## src/rtl/sample_ring_writer_if.sv

```systemverilog
// ============================================================================
//  Module   : sample_ring_writer_if
//  Purpose  : Wishbone-style write-master bus between ring writer and arbiter.
//  Revision : 1.0  initial release
// ============================================================================
`default_nettype none

interface sample_ring_writer_if #(
    parameter int WIDTH = 10
) ();
    logic             wb_cyc;
    logic             wb_we;
    logic [3:0]       wb_sel;
    logic [WIDTH-1:0] wb_adr;
    logic [31:0]      wb_dat;
    logic             wb_ack;

    modport master (
        output wb_cyc,
        output wb_we,
        output wb_sel,
        output wb_adr,
        output wb_dat,
        input  wb_ack
    );

    modport slave (
        input  wb_cyc,
        input  wb_we,
        input  wb_sel,
        input  wb_adr,
        input  wb_dat,
        output wb_ack
    );
endinterface

`default_nettype wire

```

## src/rtl/sample_ring_writer.sv

```systemverilog
// ============================================================================
//  Module   : sample_ring_writer
//  Purpose  : Buffers a non-stallable sample stream and writes it, one word
//             per bus transfer, into a circular RAM region.
//  Revision : 1.0  initial release
// ============================================================================
`default_nettype none

module sample_ring_writer #(
    parameter int WIDTH      = 10,
    parameter int BASE       = 0,
    parameter int LEN        = 256,
    parameter int FIFO_DEPTH = 4
) (
    input  wire logic                          wb_clk,
    input  wire logic                          wb_rst_n,
    input  wire logic                          en,
    input  wire logic                          ptr_clr,
    input  wire logic                          ovf_clr,
    input  wire logic                          s_stb,
    input  wire logic [31:0]                   s_data,
    sample_ring_writer_if.master               wb,
    output logic      [WIDTH-1:0]              wr_ptr,
    output logic                               wrap,
    output logic                               overflow,
    output logic      [$clog2(FIFO_DEPTH):0]   level
);

    localparam int                  c_FIFO_AW = $clog2(FIFO_DEPTH);
    localparam logic [WIDTH-1:0]    c_LAST    = WIDTH'(LEN - 1);
    localparam logic [WIDTH-1:0]    c_BASE    = WIDTH'(BASE);
    localparam logic [c_FIFO_AW:0]  c_FULL    = (c_FIFO_AW + 1)'(FIFO_DEPTH);

    generate
        if ((LEN < 1) || (BASE + LEN > 2**WIDTH) || (FIFO_DEPTH < 2) ||
            (FIFO_DEPTH != 2**c_FIFO_AW)) begin : g_param_check
            $error("sample_ring_writer: illegal BASE/LEN/FIFO_DEPTH for WIDTH");
        end
    endgenerate

    typedef enum logic [1:0] {
        ST_IDLE = 2'd0,
        ST_REQ  = 2'd1,
        ST_GAP  = 2'd2
    } state_t;

    state_t                 r_state;
    state_t                 w_state_nxt;

    logic [31:0]            r_mem [FIFO_DEPTH];
    logic [c_FIFO_AW-1:0]   r_wr_idx;
    logic [c_FIFO_AW-1:0]   r_rd_idx;
    logic [c_FIFO_AW:0]     r_level;

    logic                   r_cyc;
    logic [WIDTH-1:0]       r_adr;
    logic [31:0]            r_dat;
    logic [WIDTH-1:0]       r_wr_ptr;
    logic                   r_wrap;
    logic                   r_overflow;
    logic                   r_clr_pend;

    logic                   w_full;
    logic                   w_push;
    logic                   w_drop;
    logic                   w_pop;
    logic                   w_launch;
    logic                   w_done;
    logic [WIDTH-1:0]       w_ptr_nxt;
    logic                   w_wrap_nxt;
    logic                   w_pend_nxt;

    // Full is judged before any same-cycle pop, so a strobe into a full FIFO is lost.
    assign w_full = (r_level == c_FULL);
    assign w_push = s_stb & en & ~w_full;
    assign w_drop = s_stb & en & w_full;
    assign w_pop  = w_done;

    always_ff @(posedge wb_clk) begin
        if (w_push) begin
            r_mem[r_wr_idx] <= s_data;
        end
    end

    always_ff @(posedge wb_clk or negedge wb_rst_n) begin
        if (!wb_rst_n) begin
            r_wr_idx <= '0;
            r_rd_idx <= '0;
            r_level  <= '0;
        end else begin
            if (w_push) begin
                r_wr_idx <= r_wr_idx + 1'b1;
            end
            if (w_pop) begin
                r_rd_idx <= r_rd_idx + 1'b1;
            end
            case ({w_push, w_pop})
                2'b10:   r_level <= r_level + 1'b1;
                2'b01:   r_level <= r_level - 1'b1;
                default: r_level <= r_level;
            endcase
        end
    end

    always_ff @(posedge wb_clk or negedge wb_rst_n) begin
        if (!wb_rst_n) begin
            r_state <= ST_IDLE;
        end else begin
            r_state <= w_state_nxt;
        end
    end

    always_comb begin
        w_state_nxt = r_state;
        w_launch    = 1'b0;
        w_done      = 1'b0;
        w_ptr_nxt   = r_wr_ptr;
        w_wrap_nxt  = 1'b0;
        w_pend_nxt  = r_clr_pend;

        case (r_state)
            ST_IDLE: begin
                if (r_level != '0) begin
                    w_state_nxt = ST_REQ;
                    w_launch    = 1'b1;
                end
            end
            ST_REQ: begin
                if (wb.wb_ack) begin
                    w_state_nxt = ST_GAP;
                    w_done      = 1'b1;
                end
            end
            ST_GAP: begin
                w_state_nxt = ST_IDLE;
            end
            default: begin
                w_state_nxt = ST_IDLE;
            end
        endcase

        // A clear seen during a transfer replaces the increment when it completes.
        if (w_done) begin
            w_pend_nxt = 1'b0;
            if (ptr_clr || r_clr_pend) begin
                w_ptr_nxt = '0;
            end else if (r_wr_ptr == c_LAST) begin
                w_ptr_nxt  = '0;
                w_wrap_nxt = 1'b1;
            end else begin
                w_ptr_nxt = r_wr_ptr + 1'b1;
            end
        end else if (ptr_clr) begin
            if (r_state == ST_REQ) begin
                w_pend_nxt = 1'b1;
            end else begin
                w_ptr_nxt = '0;
            end
        end
    end

    always_ff @(posedge wb_clk or negedge wb_rst_n) begin
        if (!wb_rst_n) begin
            r_cyc      <= 1'b0;
            r_adr      <= '0;
            r_dat      <= '0;
            r_wr_ptr   <= '0;
            r_wrap     <= 1'b0;
            r_clr_pend <= 1'b0;
            r_overflow <= 1'b0;
        end else begin
            r_wr_ptr   <= w_ptr_nxt;
            r_wrap     <= w_wrap_nxt;
            r_clr_pend <= w_pend_nxt;

            if (w_launch) begin
                r_cyc <= 1'b1;
                r_adr <= c_BASE + w_ptr_nxt;
                r_dat <= r_mem[r_rd_idx];
            end else if (w_done) begin
                r_cyc <= 1'b0;
                r_adr <= '0;
                r_dat <= '0;
            end

            if (w_drop) begin
                r_overflow <= 1'b1;
            end else if (ovf_clr) begin
                r_overflow <= 1'b0;
            end
        end
    end

    assign wb.wb_cyc = r_cyc;
    assign wb.wb_we  = r_cyc;
    assign wb.wb_sel = {4{r_cyc}};
    assign wb.wb_adr = r_adr;
    assign wb.wb_dat = r_dat;

    assign wr_ptr   = r_wr_ptr;
    assign wrap     = r_wrap;
    assign overflow = r_overflow;
    assign level    = r_level;

endmodule

`default_nettype wire

```

## src/flat_wrapper.sv

```systemverilog
// flat-port wrapper written by rule: the top's interface ports become plain ports
module sample_ring_writer_flat 
#(
    parameter int WIDTH      = 10,
    parameter int BASE       = 0,
    parameter int LEN        = 256,
    parameter int FIFO_DEPTH = 4
)
  (wb_clk, wb_rst_n, en, ptr_clr, ovf_clr, s_stb, s_data, wr_ptr, wrap, overflow, level, wb_wb_cyc, wb_wb_we, wb_wb_sel, wb_wb_adr, wb_wb_dat, wb_wb_ack);
  sample_ring_writer_if #(.WIDTH(WIDTH)) wb_i ();
  input  wire logic wb_clk;
  input  wire logic wb_rst_n;
  input  wire logic en;
  input  wire logic ptr_clr;
  input  wire logic ovf_clr;
  input  wire logic s_stb;
  input  wire logic [31:0] s_data;
  output logic      [WIDTH-1:0] wr_ptr;
  output logic wrap;
  output logic overflow;
  output logic      [$clog2(FIFO_DEPTH):0] level;
  output wire logic [$bits(wb_i.wb_cyc)-1:0] wb_wb_cyc;
  output wire logic [$bits(wb_i.wb_we)-1:0] wb_wb_we;
  output wire logic [$bits(wb_i.wb_sel)-1:0] wb_wb_sel;
  output wire logic [$bits(wb_i.wb_adr)-1:0] wb_wb_adr;
  output wire logic [$bits(wb_i.wb_dat)-1:0] wb_wb_dat;
  input wire logic [$bits(wb_i.wb_ack)-1:0] wb_wb_ack;
  assign wb_wb_cyc = wb_i.wb_cyc;
  assign wb_wb_we = wb_i.wb_we;
  assign wb_wb_sel = wb_i.wb_sel;
  assign wb_wb_adr = wb_i.wb_adr;
  assign wb_wb_dat = wb_i.wb_dat;
  assign wb_i.wb_ack = wb_wb_ack;
  sample_ring_writer #(.WIDTH(WIDTH), .BASE(BASE), .LEN(LEN), .FIFO_DEPTH(FIFO_DEPTH)) u_core (.wb_clk(wb_clk), .wb_rst_n(wb_rst_n), .en(en), .ptr_clr(ptr_clr), .ovf_clr(ovf_clr), .s_stb(s_stb), .s_data(s_data), .wb(wb_i), .wr_ptr(wr_ptr), .wrap(wrap), .overflow(overflow), .level(level));
endmodule
```

## config.mk

```make
export PLATFORM = sky130hd
export DESIGN_NAME = sample_ring_writer_flat
export DESIGN_NICKNAME = d
export VERILOG_FILES = /design/src/rtl/sample_ring_writer_if.sv /design/src/rtl/sample_ring_writer.sv /design/src/flat_wrapper.sv
export SDC_FILE = /design/constraint.sdc
export NUM_CORES = 1
export LEC_CHECK = 0
export CORE_MARGIN = 2
export CORE_UTILIZATION = 47
export CTS_CLUSTER_SIZE = 28
export DETAILED_ROUTE_END_ITERATION = 10
export PLACE_DENSITY = 0.68
export SYNTH_ARGS = -nofsm -noshare
export SYNTH_HDL_FRONTEND = slang
export SYNTH_SLANG_ARGS = --single-unit
export TNS_END_PERCENT = 1
```

## constraint.sdc

```tcl
create_clock -name wb_clk -period 3.6 [get_ports wb_clk]
set_clock_uncertainty 0.15 [all_clocks]
set_input_delay 0.72 -clock wb_clk [delete_from_list [all_inputs] [get_ports wb_clk]]
set_output_delay 0.72 -clock wb_clk [all_outputs]
set_load 0.005 [all_outputs]
```

==> flow_summary.yaml, run 1 <==
outcome:
  outcome: "completed"
worst_setup_path:
  cp.arrival_ns: 2.71
  startpoint: "wb_wb_ack"
  path_class: "in -> reg"
  cp-end-kind: "flop"
  reg2reg_from: "u_core.r_state[0]"
  path_max_fanout: 13
  critPathRequiredTime_ns: 3.80
  startpoint_type: "input port"
run:
  cap_viol_max_count: 0
clock_network:
  cts_root_buf: "clkbuf_16"
  cts_buffers: 17
  path_clk_slew_ns: 0.07
  postCtsHoldBufs: 0
  cts_resized: 0
  cts.sinks: 193
  clk_latency_ns: 0.43
  cts.htree.levels: 4
  cts_tree: "done"
  postCtsSetupRepairBufs: 0
  clock_path_buffers: 2
pwr:
  p_leak_nw: 3.35
  swShare_pct: 28.1
  irDropWorstVdd_uv: 403
  p_int_w: 0.00507
  p_per_area_nw_per_um2: 763
  combPwrFrac_pct: 27.4
  clkPwrFrac_pct: 27.8
  p_sw_w: 0.00198
  p_seq_share_pct: 44.8
sta:
  worst_pin_slew_ns: 0.897
  finalSetupViolCount: 0
  fmax_ghz: 0.398
  fin_crit_sh_pct: 69.7
  finalSetupTns_ns: 0
  fin_crit_ns: 2.51
  slew_headroom_pct: 39.7
  maxSlewViolCount: 0
  rsz0062_at_grt: "false"
  hold_viol: 0
floorplan:
  dieArea_um2: 16700
  die_x_um: 129
  num_rows: 45
  coreArea_um2: 15300
  ios: 102
  initial_core_util_pct: 48.4
  die_y_um: 129
yosys:
  synth_seq_area_share_pct: 74.0
  synthArstFlopShare_pct: 33.7
  synth_edf_count: 128
  synth_cells: 400
  synth_area_um2: 7390
  yosys_warnings: 0
  synth_cell_types: 46
  syn_nets: 446
  syn_avg_cell_area_um2: 18.5
  synthFlopType: "edfxtp_1"
  synth-seq-cells: 193
route:
  postRouteWirelength_um: 14400
  drtPass1Iterations: 4
  wire_per_inst_um: 19.8
  drc: 0
  drt_iter0_markers: 246
  ant_nets: 0
  via_per_inst: 5.54
  vias: 4035
cells_and_area:
  seqCellArea_um2: 5470
  multi_input_area_um2: 1760
  layout-drive-gt1-share_pct: 16.6
  num_antenna_cells: 0
  final_cells: 728
  fillCellCount: 1097
  nets: 550
  area_growth_pct: 24.9
global_route:
  grt-ovfl-total: 0
  grt_pass1_vias: 4149
  grt_pass1_wl_um: 22700
  antenna_found_initial: 0
  grtUsageTotal_pct: 18.3
  grt_max_degree: 66
place:
  io_buffers: 101
  hpwl_um: 8800
  post-place-cells: 696
  routabilityCongestion: 0.782
hold_path:
  hold_class: "in -> async"
-- registers in the layout, summed over array words and instances, names as in the netlist, 2 cells and up --
| signal | count |
|---|---|
| u_core.r_wr_idx | 2 |
| u_core.level | 3 |
| u_core.r_state | 2 |
| u_core.r_rd_idx | 2 |
| u_core.wb.wb_dat | 32 |
| u_core.wr_ptr | 10 |
| u_core.wb.wb_adr | 10 |
| u_core.r_mem | 128 |
-- cells by family (layout without fill, tap and decap cells) --
logic type	count (synthesis)	after routing	synth area share (%)
simple gates	59	59	4.55
mux	34	34	10.0
compound gates	65	65	6.99
flops	193	193	74.0
fa+ha+maj	7	7	1.29
xor+xnor	7	7	0.830
buf+inv	35	152	2.29
-- metrics by stage --
stage / power, W / setup WS (ns) / util (%) / hold WS, ns / instance area, µm²
finish: 0.00705 / 1.09 / 60.5 / 0.259 / 9230
global route: 0.00741 / 0.870 / 60.5 / 0.339 / 9230
detailed placement: 0.00517 / 0.657 / 56.4 / 0.343 / 8610
CTS: 0.00713 / 1.10 / 60.5 / 0.297 / 9230
global placement: 0.00512 / 0.719 / 56.4 / 0.332 / 8610
floorplan: 0.00430 / 1.09 / - / 0.274 / 7390
-- synth_stat cells, drive strengths merged, types with 2 or more instances --
cell type | n | area [µm²]
edfxtp | 128 | 3840
dfrtp | 65 | 1630
a22o | 36 | 315
mux4 | 32 | 721
nand2 | 22 | 82.6
buf | 13 | 86.3
inv | 12 | 45.0
o21ai | 12 | 60.1
clkbuf | 10 | 37.5
ha | 6 | 75.1
nand3 | 6 | 30.0
or3 | 5 | 36.3
xnor2 | 5 | 43.8
and2 | 4 | 25.0
nor2 | 4 | 15.0
a21oi | 3 | 15.0
a31oi | 3 | 18.8
a32o | 3 | 30.0
nor3 | 3 | 25.0
nor4 | 3 | 18.8
or4 | 3 | 26.3
mux2i | 2 | 20.0
nand2b | 2 | 12.5
nand3b | 2 | 27.5
xor2 | 2 | 17.5
-- critical path, stage by stage --
cell             delay (ns)
clkdlybuf4s50_1        0.56
nand3b_4               0.20
inv_1                  0.17
ha_1                   0.20
inv_1                  0.07
fa_1                   0.37
xor2_1                 0.15
nor2_1                 0.11
xor2_1                 0.16
-- path summary, 6_finish.rpt --
kind / cells after the start / end / slack [ns]
worst max register to register: 8 / u_core.level[2] / 1.37
worst min register to register: 1 / u_core.wb.wb_dat[21] / 0.36
min in group wb_clk: 1 / u_core.wb.wb_dat[21] / 0.36
worst min-delay path: 1 / u_core.wb.wb_adr[3] / 0.26
max in group asynchronous: 1 / u_core.r_rd_idx[0] / 2.39
worst max-delay path: 9 / u_core.level[2] / 1.09
-- power groups by stage --
stage	Clock (W)	Combinational, W	Sequential (W)
after floorplan	0	0.00130	0.00300
after global placement	0	0.00193	0.00319
after detailed placement	0	0.00196	0.00321
after CTS	0.00198	0.00197	0.00317
after global routing	0.00207	0.00212	0.00322
final	0.00196	0.00193	0.00315
-- layout make-up --
class	instances	area share, %
Timing Repair Buffer	108	11.5
Tap cell	211	2.86
Sequential cell	193	59.3
Clock buffer	24	5.43
Clock inverter	8	1.36
Multi-Input combinational cell	172	19.1
Inverter	12	0.488
-- metal layers --
metal  wire length (µm)  track usage (%)  vias to the layer above
met5                  0                0                        -
met3                669             3.30                       19
met1               6380             25.5                     2108
met4                218             7.42                        0
met2               7130             29.1                      127
li1                   -                -                     1781
-- layout by cell type, fill, tap and decap left out, drive strengths merged, types with 4 or more instances in the layout --
cell type / count
nand3: 6
o21ai: 12
nand2: 22
a22o: 36
xnor2: 5
dfrtp: 65
clkinv: 4
inv: 12
edfxtp: 128
ha: 6
mux4: 32
and2: 4
or3: 5
buf: 8
clkbuf: 24
nor2: 4
clkdlybuf4s50: 100
Note: power is estimated with default switching activity, not from simulation.
==> run 2: changes to the inputs <==
==> constraint.sdc (replaced) <==
create_clock -name wb_clk -period 2.5 [get_ports wb_clk]
set_clock_uncertainty 0.15 [all_clocks]
set_input_delay 0.5 -clock wb_clk [delete_from_list [all_inputs] [get_ports wb_clk]]
set_output_delay 0.5 -clock wb_clk [all_outputs]
set_load 0.005 [all_outputs]
==> run 2 against run 1 <==
Against the previous run:
- wire length rose by 3.0%
- largest cell class unchanged
- die area did not move
- critical endpoint is now u_core.wr_ptr[3]
- critical path depth fell by 4
- core utilization rose by 1.0 points
- global-route usage rose by 0.72 points
==> flow_summary.yaml, run 2 (same netlist as run 1, synthesis figures left out) <==
outcome:
  outcome: "completed"
cells_and_area:
  layout_common_cells: "128 x edfxtp_1, 100 x clkdlybuf4s50_1, 63 x dfrtp_1"
  multi_input_area_um2: 1760
  nets: 570
  num_antenna_cells: 0
  fillCellCount: 1112
  seqCellArea_um2: 5470
  area_growth_pct: 27.1
  largest_reg_flops: 128
  largest_register: "u_core.r_mem"
  final_common_cell: "edfxtp_1"
  layout-drive-gt1-share_pct: 19.7
route:
  via_per_inst: 5.52
  ant_nets: 0
  wire_per_inst_um: 19.8
  drtPass1Iterations: 4
  drc: 0
  drt_iter0_markers: 387
  postRouteWirelength_um: 14800
  vias: 4126
clock_network:
  cts_root_buf: "clkbuf_16"
  cts_buffers: 17
  clk_latency_ns: 0.42
  path_clk_slew_ns: 0.07
  cts.htree.levels: 4
  postCtsSetupRepairBufs: 0
  postCtsHoldBufs: 1
  clock_path_buffers: 2
  cts_resized: 0
  cts.sinks: 193
  cts_tree: "done"
worst_setup_path:
  path_max_fanout: 5
  crit_chain: "ha_1, nand3_1, or4_1, a31oi_1, o21ai_0"
  path_class: "reg -> reg"
  critPathRequiredTime_ns: 2.66
  slowest_stage: "or4_1"
  max_stage_delay_ns: 0.63
  cp.arrival_ns: 2.30
  cp-end-kind: "flop"
  startpoint_type: "flop"
floorplan:
  die_y_um: 129
  coreArea_um2: 15300
  dieArea_um2: 16700
  die_x_um: 129
  ios: 102
  initial_core_util_pct: 48.4
  num_rows: 45
sta:
  fin_crit_ns: 2.14
  maxSlewViolCount: 0
  finalSetupViolCount: 0
  fmax_ghz: 0.468
  slew_headroom_pct: 53.6
  rsz0062_at_grt: "false"
  finalSetupTns_ns: 0
  fin_crit_sh_pct: 85.4
  worst_pin_slew_ns: 0.696
  hold_viol: 0
global_route:
  antenna_found_initial: 1
  grt_pass1_wl_um: 23600
  grt-ovfl-total: 0
  grt_pass1_vias: 4412
  grtUsageTotal_pct: 19.0
  grt_max_degree: 52
place:
  io_buffers: 101
  routabilityCongestion: 0.858
  hpwl_um: 9420
hold_path:
  hold_class: "reg -> reg"
pwr:
  irDropWorstVdd_uv: 556
  p_leak_nw: 3.43
  p_per_area_nw_per_um2: 1070
  finalPower_w: 0.0101
run:
  cap_viol_max_count: 0
## run 2: cell types whose count changed in the layout (fill, tap and decap cells not counted)
cell / previous run / this run
clkbuf_1: 2 / 0
bufinv_16: 3 / 1
buf_12: 0 / 6
clkinvlp_4: 1 / 2
clkinv_2: 2 / 4
inv_6: 0 / 6
buf_4: 8 / 21
clkinv_4: 2 / 1
clkinv_1: 0 / 1
dlygate4sd3_1: 0 / 1
clkbuf_8: 5 / 0
## run 2: metal layers
metal  share of wire [%]  global-route usage (%)  routed length (µm)  up-vias
li1                    -                       -                   -     1834
met1                  43                    25.0                6420     2155
met2                  50                    31.3                7470      123
met3                 5.1                    4.87                 755       14
met4                 1.3                    6.52                 190        0
met5                   0                       0                   0        -
## run 2: final timing paths
kind / startpoint / endpoint / slack (ns) / depth (start not counted)
setup / recovery: u_core.wr_ptr[1] / u_core.wr_ptr[3] / 0.36 / 5
hold / removal: u_core.wb.wb_dat[30] / u_core.wb.wb_dat[30] / 0.35 / 1
setup reg to reg: u_core.wr_ptr[1] / u_core.wr_ptr[3] / 0.36 / 5
hold reg to reg: u_core.wb.wb_dat[30] / u_core.wb.wb_dat[30] / 0.35 / 1
max in group asynchronous: wb_rst_n / u_core.wb.wb_dat[10] / 1.06 / 3
min in group asynchronous: wb_rst_n / u_core.wb.wb_dat[24] / 0.52 / 2
## run 2: area by class of cell
type	instances	share of cell area, %
sequential	193	58.3
multi-input combinational	172	18.8
timing repair buffer	128	13.7
clock buffer	17	4.53
tap	211	2.81
clock inverter	15	1.39
inverter	12	0.480
## run 2: power by group
group          total (W)  switching [W]  internal (W)
clock network    0.00255        0.00117       0.00138
logic            0.00313        0.00140       0.00174
registers        0.00440       0.000394       0.00401
total             0.0101        0.00296       0.00713
## run 2: metrics by stage
| step | hold slack (ns) | cells | cell area, µm² | setup slack, ns | util (%) |
|---|---|---|---|---|---|
| 2_1_floorplan | 0.0544 | 400 | 7390 | 0.212 | - |
| 3_3_place_gp | 0.338 | 715 | 8820 | 0.0389 | 57.8 |
| 3_5_place_dp | 0.341 | 715 | 8820 | -0.0259 | 57.8 |
| 4_1_cts | 0.356 | 748 | 9390 | 0.348 | 61.5 |
| 5_1_grt | 0.370 | 748 | 9390 | 0.258 | 61.5 |
| 6_report | 0.355 | 748 | 9390 | 0.364 | 61.5 |
## run 2: worst max-delay path: cells and delay by family, from the launching register on
kind	cells	cell delay (ns)
compound gates	2	0.32
fa+ha+maj	1	0.30
simple gates	2	0.80
flops	1	0.45
==> edit 1, RTL diff (settings of run 2) <==
`FIFO_DEPTH` is set to 4 in 2 places; all go to 2.
--- a/src/rtl/sample_ring_writer.sv
+++ b/src/rtl/sample_ring_writer.sv
@@ -10,7 +10,7 @@
     parameter int WIDTH      = 10,
     parameter int BASE       = 0,
     parameter int LEN        = 256,
-    parameter int FIFO_DEPTH = 4
+    parameter int FIFO_DEPTH = 2
 ) (
     input  wire logic                          wb_clk,
     input  wire logic                          wb_rst_n,
--- a/src/flat_wrapper.sv
+++ b/src/flat_wrapper.sv
@@ -4,7 +4,7 @@
     parameter int WIDTH      = 10,
     parameter int BASE       = 0,
     parameter int LEN        = 256,
-    parameter int FIFO_DEPTH = 4
+    parameter int FIFO_DEPTH = 2
 )
   (wb_clk, wb_rst_n, en, ptr_clr, ovf_clr, s_stb, s_data, wr_ptr, wrap, overflow, level, wb_wb_cyc, wb_wb_we, wb_wb_sel, wb_wb_adr, wb_wb_dat, wb_wb_ack);
   sample_ring_writer_if #(.WIDTH(WIDTH)) wb_i ();
Interface: changed (resized level); port bits go from 102 to 101. The function was not compared with the original's and may differ.
==> edit 1 against run 2 <==
Via count fell by 27%; combinational power fell by 27%; clock power fell by 12%; largest power group unchanged; synthesized area fell by 35%; setup slack got worse by 0.096 ns; design area fell by 30%; utilization rose by 5.2 points; fmax fell by 4.3%; routed wire length fell by 34%; sequential cell count fell by 67; global-route usage fell by 0.49 points; power fell by 25%.
==> edit 1: results <==
metrics = {
    "power": {
        "vdd_drop_max_uv": 525,
        "p_leak_nw": 2.54,
    },
    "worst_setup_path": {
        "crit_fanout": 9,
        "cpPeakStageDelay_ns": 0.57,
        "crit_path_top_delay_cell": "clkdlybuf4s50_1",
        "cpLargestDelayFamily": "buffers and inverters",
        "crit_end": "wr_ptr[5]",
        "r2r-start": "u_core.wr_ptr[0]",
        "crit_path_start": "u_core.wr_ptr[5]",
        "cp.arrival_ns": 1.58,
        "r2r_slack_ns": 0.45,
    },
    "finish": {
        "finalNetCount": 457,
        "largest_reg_flops": 64,
        "drive_above_1_share": 0.119,
        "fillers": 704,
        "diodes": 0,
    },
    "yosys": {
        "async_flop_share": 0.492,
        "synth_compound_area_frac": 0.115,
        "yosysSeqAreaShare": 0.721,
        "synthesis.nets": 347,
        "synth_area_leaders": "edfxtp_1 (40%), dfrtp_1 (32%), mux2i_1 (6.6%)",
        "yosysUniqueCellTypes": 46,
        "ys.flop_type": "edfxtp_1",
        "yosys.area_share.adder": 0.00519,
        "synth_xor_area_frac": 0.0109,
        "synth_edf_count": 64,
        "synth_mux_area_frac": 0.0665,
        "synth_cells": 306,
        "synthTopCellsByCount": "edfxtp_1 (64), dfrtp_1 (62), mux2i_1 (32), o2bb2ai_1 (32), nand2_1 (10)",
    },
    "sta": {
        "worst_pin_slew_ns": 1.04,
        "fmax_mhz": 448,
    },
    "placed_design": {
        "preCtsSetupSlack_ns": 0.104,
        "routabilityCongestion": 0.809,
        "place_hpwl_um": 5960,
        "dp.cells": 529,
        "numPortBuffers": 100,
    },
    "clock_tree": {
        "insertion_delay_ns": 0.50,
        "clk_pin_slew_ns": 0.05,
        "clockRootBuffer": "clkbuf_8",
        "ctsResizeCount": 0,
    },
    "min_path": {
        "holdCritPathClass": "flip-flop to flip-flop",
    },
    "global_routing": {
        "first_global_vias": 2999,
        "grt_start_max_net_pins": 63,
        "antenna_found_initial": 0,
        "grt_pass1_wl_um": 15600,
        "grt.total_usage": 0.186,
    },
    "detailed_routing": {
        "firstDrtPassIters": 4,
        "vias_per_cell": 5.36,
        "totalWireLength_um": 9750,
        "wl_per_cell_um": 17.3,
        "drt_iter0_markers": 124,
    },
    "outcome": {
        "outcome": "completed",
    },
}
edit 1: layer usage:
metal	vias to the layer above	global-route usage	part of all wire
met5	-	0	0
met4	0	0.0667	0.0057
met3	8	0.0482	0.050
met2	109	0.280	0.48
met1	1489	0.262	0.47
li1	1407	-	-
edit 1: area by class of cell:
| type | instances | share of cell area |
|---|---|---|
| clock buffers | 20 | 0.0646 |
| repair buffers | 110 | 0.171 |
| well taps | 133 | 0.0253 |
| flip-flops and latches | 126 | 0.528 |
| clock inverters | 12 | 0.0186 |
| inverters | 8 | 0.00494 |
| multi-input cells | 153 | 0.188 |
edit 1: worst min-delay path by stage:
stage | startpoint | endpoint | slack, ns | cells past startpoint
6_report | u_core.wb.wb_dat[0] | u_core.wb.wb_dat[0] | 0.33 | 1
5_1_grt | u_core.wb.wb_dat[20] | u_core.wb.wb_dat[20] | 0.36 | 1
4_1_cts | u_core.wb.wb_dat[0] | u_core.wb.wb_dat[0] | 0.34 | 1
3_5_place_dp | u_core.wb.wb_dat[0] | u_core.wb.wb_dat[0] | 0.32 | 1
3_3_place_gp | u_core.wb.wb_dat[0] | u_core.wb.wb_dat[0] | 0.32 | 1
2_1_floorplan | wb_rst_n | u_core.level[0] | 0.05 | 0
edit 1: kinds of logic after synthesis:
logic type	count (synthesis)
flops	126
compound gates	68
simple gates	45
mux	32
buf+inv	27
xor+xnor	6
fa+ha+maj	2
edit 1: per-stage QoR:
stage               area [um2]  setup TNS [ns]
floorplan                 4820          -10.05
global placement          6020               0
detailed placement        6020               0
CTS                       6580               0
global route              6580               0
finish                    6580               0
edit 1: power by group:
part	total [mW]	switching [mW]	internal, mW
logic	2.30	1.07	1.22
registers	3.06	0.361	2.70
clock network	2.25	0.848	1.40
total	7.61	2.28	5.33
==> edit 2, RTL diff (settings of run 2) <==
Made on the original files. Reset style: synchronous (`wb_rst_n`), changed in 3 clocked blocks.
--- a/src/rtl/sample_ring_writer.sv
+++ b/src/rtl/sample_ring_writer.sv
@@ -82,7 +82,7 @@
         end
     end
 
-    always_ff @(posedge wb_clk or negedge wb_rst_n) begin
+    always_ff @(posedge wb_clk) begin
         if (!wb_rst_n) begin
             r_wr_idx <= '0;
             r_rd_idx <= '0;
@@ -102,7 +102,7 @@
         end
     end
 
-    always_ff @(posedge wb_clk or negedge wb_rst_n) begin
+    always_ff @(posedge wb_clk) begin
         if (!wb_rst_n) begin
             r_state <= ST_IDLE;
         end else begin
@@ -159,7 +159,7 @@
         end
     end
 
-    always_ff @(posedge wb_clk or negedge wb_rst_n) begin
+    always_ff @(posedge wb_clk) begin
         if (!wb_rst_n) begin
             r_cyc      <= 1'b0;
             r_adr      <= '0;
Function: differs if wb_rst_n is asserted again (counterexample within 4 cycles, from zero or initial values and one cycle with wb_rst_n low); with wb_rst_n held inactive, the same outputs for 10 cycles.
==> edit 2 against run 2 <==
Cell count shrank 0.40%; design area shrank 1.8%; setup slack lost 0.19 ns; sequential cell count grew 2; utilization shrank 0.41 points; sequential share of layout area shrank 2.0 points; routed wire length shrank 4.9%; synthesized area shrank 2.5%; count of clock-buffer cells in the layout grew 1; largest cell class unchanged.
Power is not compared: it rests on default switching activity, and its combinational part moved more than twofold at a synthesized area within 25%.
==> edit 2: results <==
metrics = {
    "outcome": {
        "outcome": "completed",
    },
    "yosys": {
        "synth_xor_area_frac": 0.00608,
        "synth_compound_area_frac": 0.0773,
        "synth_area_leaders": "edfxtp_1 (53%), dfxtp_1 (19%), mux4_2 (10%)",
        "yosys.area_share.adder": 0.0132,
        "synthTopCellsByCount": "edfxtp_1 (128), dfxtp_1 (67), a22o_1 (35), mux4_2 (32), nor2_1 (20)",
        "yosysSeqAreaShare": 0.720,
        "async_flop_share": 0,
    },
    "worst_setup_path": {
        "r2r-start": "u_core.level[0]",
        "ff2ff_path_depth": 4,
        "crit_path_top_delay_cell": "nor2_4",
        "cpPeakStageDelay_ns": 0.84,
        "crit_path_start": "wb_wb_ack",
        "crit_end": "u_core.wb.wb_dat[16]",
    },
    "placed_design": {
        "routabilityCongestion": 0.863,
        "place_hpwl_um": 9000,
        "dp.cells": 713,
    },
    "detailed_routing": {
        "wl_met1_um": 5980,
        "num_vias": 4158,
        "firstDrtPassIters": 5,
        "wl_met3_um": 804,
    },
    "finish": {
        "finalNetCount": 590,
        "drive_above_1_share": 0.183,
    },
    "sta": {
        "slew_headroom": 0.265,
    },
    "global_routing": {
        "grt_pass1_wl_um": 21900,
        "grt.total_usage": 0.179,
    },
    "min_path": {
        "min-delay-start": "u_core.wb.wb_adr[9]",
    },
}
[edit 2: cell types whose count changed in the layout (fill, tap and decap cells not counted), moves of 5 or more]
cell,before,now
o21ai_0,11,6
a21oi_1,3,12
nor2_1,4,19
dfrtp_1,63,0
dfxtp_1,0,65
nand2_1,21,13
nand4_1,1,6
inv_4,0,5
nor3_1,0,6
[edit 2: worst min-delay path by stage]
stage,end,slack [ns],cells past startpoint
2_1_floorplan,u_core.wb.wb_adr[9],0.31,1
3_3_place_gp,u_core.wb.wb_adr[8],0.30,1
3_5_place_dp,u_core.wb.wb_adr[9],0.30,1
4_1_cts,u_core.wb.wb_adr[9],0.32,1
5_1_grt,u_core.wb.wb_adr[9],0.33,1
6_report,u_core.wb.wb_adr[9],0.32,1
[edit 2: area by class of cell]
cell class / instances / area (um2)
clock buffer: 18 / 450
clock inverter: 14 / 140
fill: 1120 / 5870
inverter: 10 / 40.0
multi-input combinational: 194 / 1870
sequential: 195 / 5190
tap: 188 / 235
timing repair buffer: 126 / 1300
[edit 2: metrics by stage]
step / setup WS (ns) / setup TNS, ns
final: 0.176 / 0
after global routing: 0.0449 / 0
after CTS: 0.183 / 0
after detailed placement: -0.263 / -9.82
after global placement: -0.188 / -7.27
after floorplan: 0.220 / 0
[edit 2: per-layer routing]
layer | up-vias | global-route usage
met3 | 10 | 0.0417
met1 | 2092 | 0.229
met4 | 0 | 0.0692
li1 | 1913 | -
met2 | 143 | 0.299
met5 | - | 0
[edit 2: logic make-up after synthesis]
logic type,after synthesis
flip-flops,195
multiplexers,36
XOR/XNOR,5
buffers and inverters,34
AND/OR/NAND/NOR,74
AO/OA/AOI/OAI,72
adder cells (fa/ha/maj),7
